`src/rtl/load_align_unit_pkg.sv`:
```
// -----------------------------------------------------------------------------
// load_align_unit_pkg
// Shared definitions for the load alignment unit:
//   - default data/func3 widths
//   - func3 load encodings (LB, LH, LW, LBU, LHU)
//   - FSM state encoding
//   - small helpers that classify a load by func3 and byte offset
// Optional feature macro used by the unit: LOAD_MISALIGN_SPLIT_EN
// -----------------------------------------------------------------------------
package load_align_unit_pkg;

   localparam int LAU_DATA_WIDTH  = 32;
   localparam int LAU_FUNC3_WIDTH = 3;

   localparam logic [2:0] F3_LB  = 3'b000;
   localparam logic [2:0] F3_LH  = 3'b001;
   localparam logic [2:0] F3_LW  = 3'b010;
   localparam logic [2:0] F3_LBU = 3'b100;
   localparam logic [2:0] F3_LHU = 3'b101;

   // SECOND_* states are only reachable when split reads are enabled.
   typedef enum logic [2:0] {
      ST_IDLE         = 3'd0,
      ST_WAIT         = 3'd1,
      ST_SECOND_ISSUE = 3'd2,
      ST_SECOND_WAIT  = 3'd3,
      ST_DONE         = 3'd4
   } state_t;

   function automatic logic f3_legal(input logic [2:0] f3);
      return (f3 == F3_LB) || (f3 == F3_LH) || (f3 == F3_LW) ||
             (f3 == F3_LBU) || (f3 == F3_LHU);
   endfunction

   function automatic logic f3_is_half(input logic [2:0] f3);
      return (f3 == F3_LH) || (f3 == F3_LHU);
   endfunction

   // Any access not aligned to its natural size.
   function automatic logic f3_misaligned(input logic [2:0] f3, input logic [1:0] off);
      return (f3_is_half(f3) && off[0]) || ((f3 == F3_LW) && (off != 2'b00));
   endfunction

   // Misaligned accesses whose bytes run past the end of the first word.
   // A halfword at offset 1 stays inside the word and needs no second read.
   function automatic logic f3_spans_words(input logic [2:0] f3, input logic [1:0] off);
      return (f3_is_half(f3) && (off == 2'b11)) || ((f3 == F3_LW) && (off != 2'b00));
   endfunction

endpackage

```
`src/rtl/load_align_unit_if.sv`:
```
// -----------------------------------------------------------------------------
// load_align_unit_if
// Data BRAM read port between the load alignment unit and the memory.
//   mem_rd_en  : read strobe            (master -> slave)
//   mem_addr   : word-aligned address   (master -> slave)
//   mem_rdata  : read data, valid MEM_LATENCY cycles after the strobe
//                                       (slave -> master)
// -----------------------------------------------------------------------------
interface load_align_unit_if
   import load_align_unit_pkg::*;
#(
   parameter int DATA_WIDTH = LAU_DATA_WIDTH
);
   logic                  mem_rd_en;
   logic [DATA_WIDTH-1:0] mem_addr;
   logic [DATA_WIDTH-1:0] mem_rdata;

   modport master (
      output mem_rd_en,
      output mem_addr,
      input  mem_rdata
   );

   modport slave (
      input  mem_rd_en,
      input  mem_addr,
      output mem_rdata
   );
endinterface

```
`src/rtl/load_align_unit_extract.sv`:
```
// -----------------------------------------------------------------------------
// load_extract
// Combinational byte/halfword/word extraction with sign or zero extension.
// Ports:
//   window   : up to seven little-endian bytes; a single word sits in the low
//              DATA_WIDTH bits, a split access places the second word above it
//   byte_off : byte offset of the access within the first word
//   func3    : load type (LB/LH/LW/LBU/LHU); anything else yields zero
//   result   : aligned and extended value
// -----------------------------------------------------------------------------
module load_extract
   import load_align_unit_pkg::*;
#(
   parameter int DATA_WIDTH = LAU_DATA_WIDTH,
   parameter int WIN_WIDTH  = 2*DATA_WIDTH - 8
)(
   input  logic [WIN_WIDTH-1:0]  window,
   input  logic [1:0]            byte_off,
   input  logic [2:0]            func3,
   output logic [DATA_WIDTH-1:0] result
);

   // One candidate per byte offset; the top lane ends exactly at the top of
   // the window, which is why the window is seven bytes rather than eight.
   logic [DATA_WIDTH-1:0] lane_win [4];
   logic [DATA_WIDTH-1:0] sel;

   genvar gi;
   generate
      for (gi = 0; gi < 4; gi++) begin : g_lane
         assign lane_win[gi] = window[8*gi +: DATA_WIDTH];
      end
   endgenerate

   assign sel = lane_win[byte_off];

   always_comb begin
      result = '0;
      case (func3)
         F3_LB:   result = {{(DATA_WIDTH-8){sel[7]}}, sel[7:0]};
         F3_LH:   result = {{(DATA_WIDTH-16){sel[15]}}, sel[15:0]};
         F3_LW:   result = sel;
         F3_LBU:  result = {{(DATA_WIDTH-8){1'b0}}, sel[7:0]};
         F3_LHU:  result = {{(DATA_WIDTH-16){1'b0}}, sel[15:0]};
         default: result = '0;
      endcase
   end

endmodule

```
`src/rtl/load_align_unit.sv`:
```
// -----------------------------------------------------------------------------
// load_align_unit
// Load-side data formatter between the data BRAM read port and write-back.
// Captures a load request, issues a word-aligned BRAM read, waits out the read
// latency, then extracts/extends the addressed byte, halfword or word and
// presents it with a one-cycle valid pulse. busy stalls the core meanwhile.
//
// Ports:
//   clk, rst        : clock, synchronous active-high reset
//   load_req        : request, only accepted in IDLE
//   func3           : load type
//   alu_result_addr : byte address
//   mem             : BRAM read port (master side)
//   load_data       : registered result (zero on error)
//   load_valid      : one-cycle pulse with the result
//   busy            : stall request while the access is in flight
//   load_err        : one-cycle pulse with load_valid on misalign/illegal func3
//
// Optional feature: define LOAD_MISALIGN_SPLIT_EN to service loads that
// straddle two words with a second read instead of flagging an error.
// -----------------------------------------------------------------------------
module load_align_unit
   import load_align_unit_pkg::*;
#(
   parameter int DATA_WIDTH  = LAU_DATA_WIDTH,
   parameter int FUNC3_WIDTH = LAU_FUNC3_WIDTH,
   parameter int MEM_LATENCY = 1
)(
   input  logic                   clk,
   input  logic                   rst,
   input  logic                   load_req,
   input  logic [FUNC3_WIDTH-1:0] func3,
   input  logic [DATA_WIDTH-1:0]  alu_result_addr,
   load_align_unit_if.master      mem,
   output logic [DATA_WIDTH-1:0]  load_data,
   output logic                   load_valid,
   output logic                   busy,
   output logic                   load_err
);

   // The counter expires in the cycle read data is valid.
   localparam logic [1:0] CNT_INIT  = 2'(MEM_LATENCY - 1);
   localparam int         WIN_WIDTH = 2*DATA_WIDTH - 8;

   state_t                  state_reg, state_next;
   logic [1:0]              cnt_reg, cnt_next;
   logic [FUNC3_WIDTH-1:0]  func3_reg;
   logic [1:0]              off_reg;
   logic [DATA_WIDTH-1:0]   load_data_reg;
   logic                    load_err_reg;

   logic                    accept;
   logic                    finish;
   logic                    err_c;
   logic [WIN_WIDTH-1:0]    window;
   logic [DATA_WIDTH-1:0]   extracted;

`ifdef LOAD_MISALIGN_SPLIT_EN
   logic [DATA_WIDTH-3:0]   word_addr_reg;
   logic [DATA_WIDTH-1:0]   word0_reg;
   logic                    split_c;

   assign err_c   = !f3_legal(func3_reg);
   assign split_c = f3_legal(func3_reg) && f3_spans_words(func3_reg, off_reg);
   // Second half of a split access: earlier word low, current word high.
   assign window  = (state_reg == ST_SECOND_WAIT) ?
                    {mem.mem_rdata[DATA_WIDTH-9:0], word0_reg} :
                    {{(DATA_WIDTH-8){1'b0}}, mem.mem_rdata};
`else
   assign err_c  = !f3_legal(func3_reg) || f3_misaligned(func3_reg, off_reg);
   assign window = {{(DATA_WIDTH-8){1'b0}}, mem.mem_rdata};
`endif

   load_extract #(
      .DATA_WIDTH (DATA_WIDTH),
      .WIN_WIDTH  (WIN_WIDTH)
   ) u_extract (
      .window   (window),
      .byte_off (off_reg),
      .func3    (func3_reg),
      .result   (extracted)
   );

   // Next-state, read strobe and capture controls
   always_comb begin
      state_next    = state_reg;
      cnt_next      = cnt_reg;
      accept        = 1'b0;
      finish        = 1'b0;
      mem.mem_rd_en = 1'b0;
      mem.mem_addr  = '0;

      case (state_reg)
         ST_IDLE: begin
            // Gated by rst so nothing is strobed while reset is held.
            if (load_req && !rst) begin
               accept        = 1'b1;
               mem.mem_rd_en = 1'b1;
               mem.mem_addr  = {alu_result_addr[DATA_WIDTH-1:2], 2'b00};
               cnt_next      = CNT_INIT;
               state_next    = ST_WAIT;
            end
         end

         ST_WAIT: begin
            if (cnt_reg == 2'd0) begin
`ifdef LOAD_MISALIGN_SPLIT_EN
               if (split_c) begin
                  state_next = ST_SECOND_ISSUE;
               end else begin
                  finish     = 1'b1;
                  state_next = ST_DONE;
               end
`else
               finish     = 1'b1;
               state_next = ST_DONE;
`endif
            end else begin
               cnt_next = cnt_reg - 2'd1;
            end
         end

`ifdef LOAD_MISALIGN_SPLIT_EN
         ST_SECOND_ISSUE: begin
            // Word address increment wraps at the top of the address space.
            mem.mem_rd_en = 1'b1;
            mem.mem_addr  = {word_addr_reg + 1'b1, 2'b00};
            cnt_next      = CNT_INIT;
            state_next    = ST_SECOND_WAIT;
         end

         ST_SECOND_WAIT: begin
            if (cnt_reg == 2'd0) begin
               finish     = 1'b1;
               state_next = ST_DONE;
            end else begin
               cnt_next = cnt_reg - 2'd1;
            end
         end
`endif

         ST_DONE: begin
            // Requests here are ignored; the core re-presents them in IDLE.
            state_next = ST_IDLE;
         end

         default: begin
            state_next = ST_IDLE;
         end
      endcase
   end

   always_ff @(posedge clk) begin
      if (rst) begin
         state_reg     <= ST_IDLE;
         cnt_reg       <= '0;
         func3_reg     <= '0;
         off_reg       <= '0;
         load_data_reg <= '0;
         load_err_reg  <= 1'b0;
`ifdef LOAD_MISALIGN_SPLIT_EN
         word_addr_reg <= '0;
         word0_reg     <= '0;
`endif
      end else begin
         state_reg <= state_next;
         cnt_reg   <= cnt_next;
         if (accept) begin
            func3_reg <= func3;
            off_reg   <= alu_result_addr[1:0];
`ifdef LOAD_MISALIGN_SPLIT_EN
            word_addr_reg <= alu_result_addr[DATA_WIDTH-1:2];
`endif
         end
`ifdef LOAD_MISALIGN_SPLIT_EN
         if ((state_reg == ST_WAIT) && (cnt_reg == 2'd0)) begin
            word0_reg <= mem.mem_rdata;
         end
`endif
         if (finish) begin
            load_data_reg <= err_c ? '0 : extracted;
         end
         // Set only on the transition into DONE, so it pulses with load_valid.
         load_err_reg <= finish && err_c;
      end
   end

   assign load_data  = load_data_reg;
   assign load_err   = load_err_reg;
   assign load_valid = (state_reg == ST_DONE);
   assign busy       = (state_reg == ST_WAIT) ||
                       (state_reg == ST_SECOND_ISSUE) ||
                       (state_reg == ST_SECOND_WAIT);

endmodule

```
`src/flat_wrapper.sv`:
```
// flat-port wrapper written by rule: the top's interface ports become plain ports
module load_align_unit_flat import load_align_unit_pkg::*;
#(
   parameter int DATA_WIDTH  = LAU_DATA_WIDTH,
   parameter int FUNC3_WIDTH = LAU_FUNC3_WIDTH,
   parameter int MEM_LATENCY = 1
)
  (clk, rst, load_req, func3, alu_result_addr, load_data, load_valid, busy, load_err, mem_mem_rd_en, mem_mem_addr, mem_mem_rdata);
  load_align_unit_if #(.DATA_WIDTH(DATA_WIDTH)) mem_i ();
  input  logic clk;
  input  logic rst;
  input  logic load_req;
  input  logic [FUNC3_WIDTH-1:0] func3;
  input  logic [DATA_WIDTH-1:0] alu_result_addr;
  output logic [DATA_WIDTH-1:0] load_data;
  output logic load_valid;
  output logic busy;
  output logic load_err;
  output wire logic [$bits(mem_i.mem_rd_en)-1:0] mem_mem_rd_en;
  output wire logic [$bits(mem_i.mem_addr)-1:0] mem_mem_addr;
  input wire logic [$bits(mem_i.mem_rdata)-1:0] mem_mem_rdata;
  assign mem_mem_rd_en = mem_i.mem_rd_en;
  assign mem_mem_addr = mem_i.mem_addr;
  assign mem_i.mem_rdata = mem_mem_rdata;
  load_align_unit #(.DATA_WIDTH(DATA_WIDTH), .FUNC3_WIDTH(FUNC3_WIDTH), .MEM_LATENCY(MEM_LATENCY)) u_core (.clk(clk), .rst(rst), .load_req(load_req), .func3(func3), .alu_result_addr(alu_result_addr), .mem(mem_i), .load_data(load_data), .load_valid(load_valid), .busy(busy), .load_err(load_err));
endmodule
```
`config.mk`:
```
export PLATFORM = sky130hd
export DESIGN_NAME = load_align_unit_flat
export DESIGN_NICKNAME = d
export VERILOG_FILES = /design/src/rtl/load_align_unit_pkg.sv /design/src/rtl/load_align_unit_if.sv /design/src/rtl/load_align_unit_extract.sv /design/src/rtl/load_align_unit.sv /design/src/flat_wrapper.sv
export SDC_FILE = /design/constraint.sdc
export NUM_CORES = 1
export LEC_CHECK = 0
export ABC_AREA = 1
export BUFFER_PORTS_ARGS = -buffer_cell sky130_fd_sc_hd__buf_2
export CORE_UTILIZATION = 25
export DETAILED_ROUTE_END_ITERATION = 8
export HOLD_SLACK_MARGIN = 0.06
export PLACE_DENSITY = 0.53
export SLEW_MARGIN = 20
export SYNTH_ARGS = -nofsm -noshare
export SYNTH_HDL_FRONTEND = slang
export SYNTH_HIERARCHICAL = 1
export SYNTH_SLANG_ARGS = --single-unit
```
`constraint.sdc`:
```
create_clock -name clk -period 1.5 [get_ports clk]
set_input_delay 0.225 -clock clk [delete_from_list [all_inputs] [get_ports clk]]
set_output_delay 0.225 -clock clk [all_outputs]
set_load 0.02 [all_outputs]
```
* Yosys cells after proc, flatten, opt, wreduce, memory -nomap -nowiden
Cells that the tools add are included.
** Word-level totals
- Bits in registers :: 43
- Input port bits :: 70
- Output and inout bits :: 68
- Word-level logic and storage cells :: 59
** Operators by class
- Add/subtract/negate cells :: 1
- Magnitude comparators :: 1
- Eq/ne operators :: 11
- Muxes and demuxes :: 17
- Bitwise logic cells :: 1
- Reduce and logical (&&, ||, !) cells :: 22
** Operators with widths (number)
- two-way mux 32 bit :: 5
- one-hot mux 32 bit (5 select lines) :: 1
- binary-select mux 32 bit (select 2 bit) :: 1
- equality test 3 x 2 -> 1 bit (second input constant) :: 3
- equality test 3 bit (second input constant) :: 3
- logical OR 1 bit :: 9
- equality test 3 x 1 -> 1 bit (second input constant) :: 2
- zero test 3 bit :: 2
- two-way mux 3 bit :: 2
- one-hot mux 3 bit (2 select lines) :: 1
- logical AND 1 bit :: 4
- two-way mux 1 bit :: 4
- two-way mux 2 bit :: 2
- inequality test 2 x 1 -> 1 bit (second input constant) :: 2
- one-hot mux 2 bit (2 select lines) :: 1
- nonzero test 2 bit :: 2
- greater-or-equal comparator 3 bit (second input constant) :: 1
- NOT 2 -> 3 bit :: 1
- AND reduction 3 bit :: 1
- zero test 1 bit :: 2
- zero test 2 bit :: 1
- inequality test 2 bit (second input constant) :: 1
- AND reduction 2 bit :: 1
- subtractor 2 x 1 -> 2 bit (second input constant) :: 1

* Longest topological paths before layout
Gate-level depths: netlist of the first run.
- Word-level depth :: 8
- Depth in mapped cells :: 10
- Depth with buffers taken out :: 9

* Modules after synthesis
Netlist of the first run, hierarchy kept.
** Modules (own cells, without submodules)
- load_align_unit :: instances 1, cells each 333, area each 2238.4 µm², seq. area each 840.8 µm²
- load_extract :: instances 1, cells each 313, area each 1427.6 µm², seq. area each 0.0 µm²

* Worst setup path after synthesis of the first run
Ideal clock, no wire load.
- Path type :: register to register
- Start point :: register u_core.func3_reg[0]
- End point :: register u_core.load_data_reg[30] (netlist: u_core/load_data[30])
- Library setup time :: 0.066 ns
- Arrival time :: 1.270 ns
- Slack :: 0.164 ns
- Cell stages (with the launch flop) :: 8
- Clock period less this slack :: 1.336 ns
- Path through :: dfxtp_1 > inv_1 > nor3_4 > nand2_4 > buf_6 > nand3_1 > nand2_1 > a21oi_2
** RTL lines
- start: declaration :: RTL line load_align_unit.sv:47 : logic [FUNC3_WIDTH-1:0] func3_reg;
- start signal: assignment :: RTL line load_align_unit.sv:169 : func3_reg <= func3;
- equality test 3 bit (tied with other cells) :: RTL line load_align_unit_extract.sv:39 : case (func3)
- one-hot mux 32 bit (5 select lines) * :: RTL line load_align_unit_extract.sv:39
- named net u_core.extracted[30] :: RTL line load_align_unit.sv:56 : logic [DATA_WIDTH-1:0] extracted;
- two-way mux 32 bit * :: RTL line load_align_unit.sv:181 : load_data_reg <= err_c ? '0 : extracted;
- end signal: assignment :: RTL line load_align_unit.sv:181
- end: declaration :: RTL line load_align_unit.sv:49 : logic [DATA_WIDTH-1:0] load_data_reg;
Mark *: on every way through the listed nets, which the timed path passes. The rest lies on a longest branch.
A chain may end at the register's enable or synchronous reset.

* Final worst setup path of the first run
- Start point :: register u_core.state_reg[2]
- End point :: output mem_mem_addr[28]
** Between the ends
- Word-level cells in the longest chain between the ends :: 2
** RTL lines
- start: declaration :: RTL line load_align_unit.sv:45 : state_t state_reg, state_next;
- start signal: assignment :: RTL line load_align_unit.sv:166 : state_reg <= state_next;
- zero test 3 bit :: RTL line load_align_unit.sv:93 : case (state_reg)
- two-way mux 32 bit :: RTL line load_align_unit.sv:93
- end: declaration :: RTL line flat_wrapper.sv:20 : output wire logic [$bits(mem_i.mem_addr)-1:0] mem_mem_addr;
Every way passes these cells.

==> results.md, run 1 <==
* Average wire per standard cell at 11.6 microns
* Maximum clock insertion buffer count at 2
* RSZ-0062 raised after global routing: yes
* Synth cell types at 29
* Peak VDD IR at between 0.3 and 0.4 mV
* Yosys top cell by area: nand2_1
* Leak at 0.00292 uW
* Overall Global Routing Usage at 14.8%
* #FFs+latches synth at 42
* # setup viols final at 26
* Kind of critical path: register to primary output
* Final setup margin at -0.0462 ns
* Placed Instances at 987
* CP Max Fanout at 18
* CTS Sinks at 42
* Initial Util at a little over a quarter
* Via Count at about 4.1k
* Via density at ~4.1
* MaxCap Viol Count at 0
* Hold slack at 0.133 ns
* Fin nets at between 800 and 900
* Synthesized area per cell at 5.67 sq um
* Tmin final at 1.55 ns
* Reg area at 848 sq um
* Failing checks: negative setup slack
* Clk_lat worst skew at 0.28 ns
* Vias in the first global route at roughly 3.6k
* Layout filler cell count at 1586
* Final Power at 4950 uW
* Synth area leaders: nand2_1 24%, dfxtp_1 23%, inv_1 12%
* Height of the die at about 120 microns
* Slew Limit Fails at 0
* Tcrit/Tclk final at 103%
* Total CTS buffers at 5
* GRT Residual Overflow at 0
* Multi-input gate area at 0.00228 sq mm
* Max FFs per register at 32
* First-pass GRT wire length at 17700 microns
* Count of hold buffers inserted by post-cts repair at 0
* Synth Instances at 646
* Mapped cell area at 0.00367 sq mm
* CP Data Required Time at 1.27 ns
* WL final at 11500 microns
* ANT cells at 0
* CP arrival at ~1.3 ns
* Final Hold Viols at 0
* H-tree Lvls at 2
* Max Freq at around 0.65 GHz
* Core area at 0.0141 sq mm
* DRC viols at 0
* PD cells at 960 mW/mm^2
* Worst min-delay path class: input port to register
* Area grow syn2layout at 40.8%
* Top-Level Pins at 138
* Row Count at 43
* Antenna Violating Nets Remaining at 0
* Worst Skew at around 0.0040 ns
* Synth warnings at 6
* Synth top area share at 23.9%
* Layout cells sized above 1 at 29.3%
* Die area at 0.0152 sq mm
* Endpoint class of the critical path: primary output
* Clock slew at reported path FFs at 0.06 ns
* Pin count of the biggest net entering global routing at 40
* Sequential area share after synthesis at 22.9%
* Setup_tns at -0.320 ns
* Placer Congestion at 0.809
* Startpoint types: register
* Port Buffers at 135
* Initial antenna violation count at 0
* Final HPWL DP at 8450 microns
* Status: complete, but fails checks
* Final core occ at 36.6%
* CTS tree: built
* CTS root buf: clkbuf_16
* Number of DRC violations after detailed-routing iteration 0 at 248
* Die extent in x at 123 microns
* Non-filler cells, final at 999
* First-pass DRT Iterations at 4
[worst paths after layout]
kind                       startpoint                   end  slack [ns]  cells past startpoint
setup / recovery  u_core/state_reg[2]      mem_mem_addr[28]       -0.05                      5
hold / removal               func3[1]   u_core/func3_reg[1]        0.13                      3
setup reg to reg    u_core/off_reg[0]  u_core/load_data[29]        0.07                      7
hold reg to reg     u_core/cnt_reg[1]     u_core/cnt_reg[1]        0.48                      2
[kinds of logic (layout without fill, tap and decap cells)]
family / after synthesis / in the layout / synth area share (%)
AND/OR/NAND/NOR: 375 / 376 / 43.1
buffers and inverters: 154 / 293 / 20.4
AO/OA/AOI/OAI: 73 / 73 / 13.1
flip-flops: 42 / 42 / 22.9
adder cells (fa/ha/maj): 1 / 1 / 0.341
other: 1 / 34 / 0.102
[layout make-up]
class / instances / share of cell area [%]
Inverter: 116 / 8.63
Tap cell: 180 / 4.36
Clock inverter: 1 / 0.582
Multi-Input combinational cell: 484 / 44.2
Timing Repair Buffer: 170 / 23.1
Sequential cell: 42 / 16.4
Clock buffer: 6 / 2.69
[critical path: stages, from the launching register on]
cell	delay (ns)
dfxtp_2	0.33
nor2_4	0.13
nand3_4	0.13
buf_12	0.18
nor2_2	0.11
buf_4	0.16
[cell usage in the layout, fill, tap and decap left out]
cell type | synthesis | layout
inv_2 | 1 | 1
buf_6 | 13 | 3
clkinv_4 | 1 | 1
clkbuf_8 | 3 | 1
conb_1 | 1 | 34
dfxtp_2 | 0 | 3
o21ai_1 | 5 | 9
nand2_1 | 233 | 231
inv_6 | 0 | 1
nand2_2 | 1 | 3
o21ai_2 | 0 | 3
dfxtp_4 | 0 | 1
bufinv_16 | 0 | 1
nor3_1 | 8 | 8
buf_2 | 13 | 105
nor3_2 | 1 | 1
nor3_4 | 2 | 2
inv_1 | 114 | 113
buf_4 | 3 | 50
a21oi_1 | 5 | 5
nor2_1 | 61 | 53
o21ai_0 | 32 | 25
o211ai_1 | 1 | 1
nor2_4 | 1 | 3
nor2_2 | 0 | 6
a21oi_2 | 30 | 30
clkbuf_16 | 0 | 7
buf_16 | 0 | 1
dfxtp_1 | 42 | 38
nand2_4 | 2 | 2
ha_1 | 1 | 1
buf_12 | 0 | 9
nand3_4 | 1 | 3
nand3_2 | 2 | 3
nand3_1 | 63 | 61
[synthesized netlist by cell type]
master	instances
ha_1	1
buf_4	3
conb_1	1
nor3_1	8
o21ai_0	32
nor3_4	2
nand3_4	1
inv_1	114
nand3_2	2
inv_2	1
clkbuf_8	3
a21oi_2	30
nand2_1	233
nor2_4	1
nand2_4	2
buf_6	13
o211ai_1	1
nand2_2	1
nand3_1	63
buf_1	1
buf_2	13
o21ai_1	5
clkbuf_1	4
dfxtp_1	42
buf_8	1
nor3_2	1
clkinv_4	1
a21oi_1	5
nor2_1	61
[where the power goes]
group	switching [uW]	internal, uW
logic	1440	881
registers	99.7	1280
clock network	440	822
[what timing repair did]
action / in CTS / in global routing
gates cloned: 1 / 3
gates resized for setup: 37 / 31
pin swaps: 0 / 4
buffers inserted: 1 / 0
setup endpoints to repair: 31 / 57
[stage by stage]
| stage | setup WS, ns | area (sq um) |
|---|---|---|
| 3_5_place_dp | -0.0822 | 4730 |
| 4_1_cts | -0.0698 | 5020 |
| 5_1_grt | -0.124 | 5160 |
| 3_3_place_gp | -0.0855 | 4730 |
| 6_report | -0.0462 | 5160 |
| 2_1_floorplan | 0.164 | 3790 |
[metal layers]
layer,up-vias,wire [microns],track usage [%]
li1,2257,-,-
met1,1787,5620,21.6
met2,69,5410,22.4
met3,6,387,1.94
met4,0,123,4.37
met5,-,0,0
Power figures use the tool's default switching activity.
==> run 2, diff against run 1 <==
- ABC_AREA: 1 -> unset
- PLACE_DENSITY: 0.53 -> 0.56
==> results.md, run 2 <==
* Status: complete, but fails checks
* Failing checks: negative setup slack
* Synth cell types at 41
* Hold path start: func3[0]
* Async set or reset register ratio after synthesis at 0%
* Layout cells sized above 1 at between 50 and 60%
* Core area at 0.0110 sq mm
* WL final at 9430 microns
* Synth top area share at between 20% and 30%
* Endpoint class of the critical path: primary output
* Layout filler cell count at 1045
* CP Data Required Time at 1.27 ns
* Placed Instances at 599
* RSZ-0062 raised after global routing: yes
* Initial antenna violation count at 0
* Non-filler cells, final at 622
* First-pass DRT Iterations at 4
* Port Buffers at 135
* Clock power share at 30.3%
* Tmin final at between 1.5 and 2 ns
* ANT cells at 0
* Fin nets at 552
* Pin count of the biggest net entering global routing at 33
* Startpoint types: register
* Final Hold Viols at 0
* CP arrival at 1.66 ns
* GRT Residual Overflow at 0
* Worst Skew at between 0.003 and 0.004 ns
* Combinational power share at between 30% and 40%
* Maximum clock insertion buffer count at 2
* Worst min-delay path class: input port to register
* Placer Congestion at between 0.7 and 0.8
* CP Max Fanout at 16
* Slew Limit Fails at 0
* Number of DRC violations after detailed-routing iteration 0 at 137
* Mapped cell area at ~0.0029 sq mm
* Most instantiated library cell after synthesis: dfxtp_1
* Worst R2R Start: u_core/off_reg[0]
* # setup viols final at 63
* Hold Path End: u_core/func3_reg[0]
* Synth area leaders: dfxtp_1 29%, mux4_2 22%, a22o_1 9.8%
* Max Freq at 0.531 GHz
* Max FFs per register at 32
* Via density at 4.57
* Synth Instances at 270
* Reg area at 852 sq um
* Clk_lat worst skew at 0.28 ns
* Tcrit/Tclk final at 126%
* Reg power frac at 33.7%
* Commonest non-fill, non-tap cell in the layout: buf_2
* DRC viols at 0
* First-pass GRT wire length at 14400 microns
* Initial Util at approximately a quarter
* Total CTS buffers at 5
* FF-to-FF End: u_core/load_data[8]
* Kind of critical path: register to primary output
* Most frequent cells in the layout: 104 x buf_2, 50 x conb_1, 40 x buf_6
* Area grow syn2layout at 68.5%
* Sw frac at between 20% and 30%
* Top-Level Pins at about 140
* Synth warnings at 6
* Pre-CTS WS at -0.164 ns
* Dominant synthesized flop cell: dfxtp_1
* Average wire per standard cell at 15.2 microns
* MaxCap Viol Count at 0
* Via Count at 2845
* Hold Path Stages at 3
* Worst r2r path cells at 5
* Pint at 2520 uW
* Post-synth EDFFs at 0
* Overall Global Routing Usage at between 10% and 20%
* Worst reg-to-reg setup slack at -0.20 ns
* Multi-input gate area at between 0.002 and 0.0025 sq mm
* Clock slew at reported path FFs at roughly 0.06 ns
* Peak VDD IR at roughly 0.39 mV
* H-tree Lvls at 2
* Row Count at 38
* Psw at 1050 uW
* Die area at 0.0119 sq mm
* Antenna Violating Nets Remaining at 0
* Final setup margin at -0.384 ns
* CTS tree: built
* Synthesized area per cell at 10.6 sq um
* Top cells by count, synth: 42 x dfxtp_1, 32 x a22o_1, 31 x and2_1
* Sequential area share after synthesis at between 20% and 30%
* Vias in the first global route at 2761
* Leak at approximately 0.0022 uW
* Die extent in x at 109 microns
* Final HPWL DP at 6750 microns
* PD cells at 740 mW/mm^2
* Yosys top cell by area: dfxtp_1
* CTS Sinks at 42
* CTS root buf: clkbuf_16
* #FFs+latches synth at 42
* Height of the die at roughly 110 microns
-- run 2: routing by layer --
layer / wire (microns) / GRT usage, % / share of wire, % / up-vias
li1: - / - / - / 1402
met1: 4440 / 21.5 / 47 / 1374
met2: 4590 / 26.2 / 49 / 61
met3: 283 / 2.03 / 3.0 / 8
met4: 118 / 3.86 / 1.3 / 0
met5: 0 / 0 / 0 / -
-- run 2: power by group through the flow --
stage          Clock, uW  Combinational, uW  Sequential, uW
2_1_floorplan          0                713            1260
3_3_place_gp           0               1090            1230
3_5_place_dp           0               1100            1230
4_1_cts             1100               1260            1200
5_1_grt             1150               1380            1210
6_report            1080               1290            1200
-- run 2: metrics by stage --
step	hold slack [ns]	total power (uW)	utilization [%]	instance area, sq um	TNS, ns
floorplan	0.339	1980	-	3180	-1.48
global placement	0.434	2320	37.6	4130	-6.81
detailed placement	0.438	2330	37.6	4130	-7.88
CTS	0.149	3560	43.7	4800	-15.71
global route	0.162	3740	44.0	4830	-18.47
finish	0.150	3570	44.0	4830	-15.64
-- run 2: final cells by class --
| class | instances | area share, % |
|---|---|---|
| sequential | 42 | 17.6 |
| inverter | 11 | 0.959 |
| clock inverter | 2 | 0.259 |
| timing repair buffer | 182 | 30.7 |
| tap | 140 | 3.63 |
| clock buffer | 6 | 2.88 |
| multi-input combinational | 239 | 43.9 |
-- run 2: cells by family after synthesis --
family	after synthesis	share of synthesized area, %
buffers and inverters	38	7.99
and+or+nand+nor	82	17.0
DFF	42	29.3
other	1	0.131
adders and majority gates	1	0.437
AOI/OAI and AO/OA	70	18.3
muxes	36	26.8
-- run 2: worst max-delay path by stage --
| stage | slack, ns | cells after the start | startpoint | end |
|---|---|---|---|---|
| after global placement | -0.13 | 5 | u_core/off_reg[0] | u_core/load_data[18] |
| after detailed placement | -0.16 | 5 | u_core/off_reg[0] | u_core/load_data[23] |
| after CTS | -0.37 | 5 | u_core/state_reg[2] | mem_mem_addr[7] |
| after global routing | -0.42 | 5 | u_core/state_reg[2] | mem_mem_addr[20] |
| after floorplan | -0.06 | 6 | u_core/off_reg[1] | u_core/load_data[16] |
| final | -0.38 | 5 | u_core/state_reg[2] | mem_mem_addr[28] |
-- run 2: worst max-delay path: stages, from the launching register on --
cell and delay, ns:
dfxtp_2 0.32, or4b_4 0.54, inv_6 0.11, buf_12 0.14, and2_4 0.15, buf_6 0.11
-- run 2: what timing repair did --
item                       in CTS  in global routing
gates resized for setup        90                 15
setup endpoints to repair      65                 69
cloned                          6                  1
hold buffers                    0                  0
pin swaps                      15                 20
buffers inserted               10                  2
